### src/rtl/serial_frame_rx.sv
// Serial frame receiver: start bit, DATA_W data bits LSB-first, optional even parity, stop bit.
// Emits one-cycle valid / parity_err / frame_err pulses and counts good frames.
module serial_frame_rx #(
  parameter int DATA_W    = 8,
  parameter bit PARITY_EN = 1'b1
) (
  input  logic              clk,
  input  logic              rst,
  input  logic              d,
  output logic [DATA_W-1:0] data_out,
  output logic              valid,
  output logic              parity_err,
  output logic              frame_err,
  output logic              busy,
  output logic [7:0]        frame_cnt
);

  localparam int IW = (DATA_W > 1) ? $clog2(DATA_W) : 1;
  localparam logic [IW-1:0] LAST_IDX = IW'(DATA_W - 1);

  typedef enum logic [2:0] {IDLE, DATA, PARITY, STOP, RECOVER} state_t;

  state_t            state;
  logic [IW-1:0]     bit_idx;
  logic [DATA_W-1:0] shreg;
  logic              par_bit;
  logic              par_ok;

  // Even parity over data plus parity bit; always passes when no parity bit is sent.
  assign par_ok = !PARITY_EN || ((^shreg ^ par_bit) == 1'b0);

  always_ff @(posedge clk or posedge rst) begin
    if (rst) begin
      state      <= IDLE;
      bit_idx    <= '0;
      shreg      <= '0;
      par_bit    <= 1'b0;
      data_out   <= '0;
      valid      <= 1'b0;
      parity_err <= 1'b0;
      frame_err  <= 1'b0;
      busy       <= 1'b0;
      frame_cnt  <= 8'd0;
    end else begin
      valid      <= 1'b0;
      parity_err <= 1'b0;
      frame_err  <= 1'b0;
      case (state)
        IDLE: begin
          if (!d) begin
            state   <= DATA;
            bit_idx <= '0;
            busy    <= 1'b1;
          end
        end
        DATA: begin
          shreg[bit_idx] <= d;
          bit_idx        <= bit_idx + 1'b1;
          if (bit_idx == LAST_IDX) begin
            bit_idx <= '0;
            state   <= PARITY_EN ? PARITY : STOP;
          end
        end
        PARITY: begin
          par_bit <= d;
          state   <= STOP;
        end
        STOP: begin
          if (d) begin
            state <= IDLE;
            busy  <= 1'b0;
            if (par_ok) begin
              data_out  <= shreg;
              valid     <= 1'b1;
              frame_cnt <= frame_cnt + 8'd1;
            end else begin
              parity_err <= 1'b1;
            end
          end else begin
            // A broken stop bit means we may be mid-character; wait for the line to go idle.
            frame_err  <= 1'b1;
            parity_err <= !par_ok;
            state      <= RECOVER;
          end
        end
        RECOVER: begin
          if (d) begin
            state <= IDLE;
            busy  <= 1'b0;
          end
        end
        default: begin
          state <= IDLE;
          busy  <= 1'b0;
        end
      endcase
    end
  end

endmodule

### config.mk
export PLATFORM = sky130hd
export DESIGN_NAME = serial_frame_rx
export DESIGN_NICKNAME = d
export VERILOG_FILES = /design/src/rtl/serial_frame_rx.sv
export SDC_FILE = /design/constraint.sdc
export NUM_CORES = 1
export LEC_CHECK = 0
export ABC_AREA = 0
export BUFFER_PORTS_ARGS = -buffer_cell sky130_fd_sc_hd__buf_4
export CAP_MARGIN = 15
export CORE_MARGIN = 2
export CORE_UTILIZATION = 55
export DETAILED_ROUTE_END_ITERATION = 12
export GPL_TIMING_DRIVEN = 0
export PLACE_DENSITY = 0.77
export SLEW_MARGIN = 20
export SYNTH_ARGS = -nofsm -noshare
export SYNTH_HDL_FRONTEND = slang
export SYNTH_SLANG_ARGS = --single-unit
### constraint.sdc
create_clock -name clk -period 2.47 [get_ports clk]
set_clock_uncertainty 0.2 [all_clocks]
set_input_delay 0.247 -clock clk [delete_from_list [all_inputs] [get_ports clk]]
set_output_delay 0.247 -clock clk [all_outputs]
set_load 0.01 [all_outputs]
==> run metrics <==
post-DP HPWL 1870 um; fin nets 169; Die Area 3360 um2; Synth Cell Area 1600 um2; I/O Pins 23; HP Class in -> reg; final wirelength 2580 um; R2R depth 6; r2r endpoint data_out[1]; Worst Path Max Fanout 8; synth warn 0; number of diodes 0; Fmax 0.443 GHz; chip width 58.0 um; Slew headroom 0.535; Final GP Congestion 0.771; Fill cells 214; global routing usage on met1 0.220; WP data required 2.49 ns; critical path launch point type flip-flop; Final ANT Viol Nets 0; r2r startpoint shreg[3]; RSZ-0062 raised after global routing no; Final TNS setup 0 ns; clk_lat worst skew 0.33 ns; TritonCTS Buffers 5; most common cell after layout, fill and taps aside dfrtp_1; Routed WL per cell 13.3 um; postcts setup bufs 0; TritonRoute pass-1 iters 4; grt met3 use 0.0714; worst vdd ir 1.09 mV; Multi-input gate area 691 um2; Max-Cap Viols 0; FP Rows 19; Worst Tran Pin Value 0.697 ns; most frequent cells in the layout dfrtp_1 (35), buf_4 (22), nand2_1 (16); TritonCTS clock tree done; Detailed Route Iter0 Violations 31; Seq/Total Area, Yosys 0.546; Tot GR Track Use 0.186; Power per Cell Area 1370 nW/um2; type of the worst setup path reg -> reg; crit path from shreg[3]; htree depth 2; Slew Viols, Final 0; clock sinks 35; min cycle time layout 2.26 ns; Mapped Cells 133; number of global-route vias before repair 1039; first-pass GRT wire length 4620 um; port bufs 22; Period Utilization, post-route 0.914; Vias 1030; area leader, netlist dfrtp_1; grt peak-use layer met2; Setup crit end kind flip-flop; share of cells above drive strength 1 0.296; Placement Setup Slack 0.205 ns; Mapped Nets 139; final worst setup slack 0.212 ns; Seq cells post-synth 35; Netlist cell types 31; die height 58.0 um; final number of hold-violating endpoints 0; grt total ovfl 0; initial antenna violation count 0; R2R Setup Slk 0.21 ns; status completed; maximum number of pins on one net before global-route repair 36; leakage power 0.917 nW; area delta synth->final 15.9%; CP arrival 2.28 ns; register area 876 um2; Vias per Instance 5.34; Syn Area/Cell 12.1 um2; clock-pin slew on the worst setup and hold paths 0.10 ns; Core ar. 2760 um2; drt drc 0; Initial Utilization 0.582; Root Driver clkbuf_4; crit path to data_out[1]; final setup vio count 0; met2 usage 0.308; post-synth top area share 0.546; CTS max path bufs 2; Synth area leaders dfrtp_1 (55%), mux2_2 (8.4%), xnor2_1 (4.4%); Final Core Density 0.674
cells by family after synthesis:
group | Yosys count | share of synthesized area
AND/OR/NAND/NOR | 43 | 0.143
flip-flops | 35 | 0.546
AO/OA/AOI/OAI | 19 | 0.0780
XOR/XNOR | 14 | 0.102
multiplexers | 12 | 0.0842
buffers and inverters | 7 | 0.0234
adder cells (fa/ha/maj) | 3 | 0.0234
cells in the mapped netlist:
cell type	number
nand2_4	1
clkbuf_1	2
dfrtp_1	35
o41ai_1	2
xor2_1	3
o31ai_1	2
xnor2_2	1
nand2_1	16
xnor2_4	1
nand2b_1	1
nor2_1	8
nor4b_4	1
inv_4	1
buf_2	1
buf_6	1
inv_1	2
nand3b_1	2
and3_1	3
nor3b_1	2
xnor2_1	8
o21ai_0	7
nand3_1	6
nand4_1	1
a32o_1	2
a21oi_1	3
a211oi_1	1
o21a_1	2
nor2b_1	2
mux2_2	12
xnor3_2	1
ha_1	3
power breakdown:
group | leakage [nW] | internal (mW) | switching (mW)
clock network | 0.0242 | 0.101 | 0.169
registers | 0.449 | 0.764 | 0.173
logic | 0.443 | 0.735 | 0.602
total | 0.917 | 1.60 | 0.944
timing repair:
item / in CTS / in global routing
hold buffers: 1 / 0
endpoints found under the hold margin: 35 / 0
resized for setup: 0 / 0
setup endpoints to repair: 0 / 0
layout make-up:
class                           instances  share of cell area
Timing Repair Buffer                   23              0.0942
Tap cell                               31              0.0209
Sequential cell                        35               0.471
Buffer                                  4              0.0128
Multi-Input combinational cell         91               0.371
Inverter                                3             0.00740
Clock buffer                            6              0.0222
worst min path at each step:
stage,startpoint,endpoint,cells past startpoint
final,d,shreg[1],3
after detailed placement,rst,data_out[5],2
after global placement,frame_cnt[7],frame_cnt[7],1
after global routing,d,shreg[1],3
after CTS,d,shreg[7],3
after floorplan,rst,bit_idx[0],1
state kept, by name (all words and copies together) (netlist names):
register    count
bit_idx         3
busy            1
data_out        8
frame_cnt       8
frame_err       1
par_bit         1
parity_err      1
shreg           8
state           3
valid           1
critical path, cell delays in order (launching register included):
cell and delay, ns:
dfrtp_1 0.42, xnor2_1 0.16, xnor3_2 0.48, xnor2_4 0.30
nand2_4 0.14, inv_4 0.11, mux2_2 0.33
per-layer routing:
metal	wire [um]	part of all wire	vias up
met4	42	0.016	0
met3	128	0.050	6
li1	-	-	521
met2	1270	0.49	22
met5	0	0	-
met1	1130	0.44	481
metrics by stage:
step / instance area [um2] / power, mW / std cells / hold slack, ns
after global routing: 1860 / 2.75 / 193 / 0.133
after global placement: 1810 / 2.25 / 186 / 0.258
after floorplan: 1600 / 2.01 / 133 / 0.201
after CTS: 1860 / 2.58 / 193 / 0.0953
after detailed placement: 1810 / 2.30 / 186 / 0.210
final: 1860 / 2.54 / 193 / 0.116
Note: power is estimated with default switching activity, not from simulation.
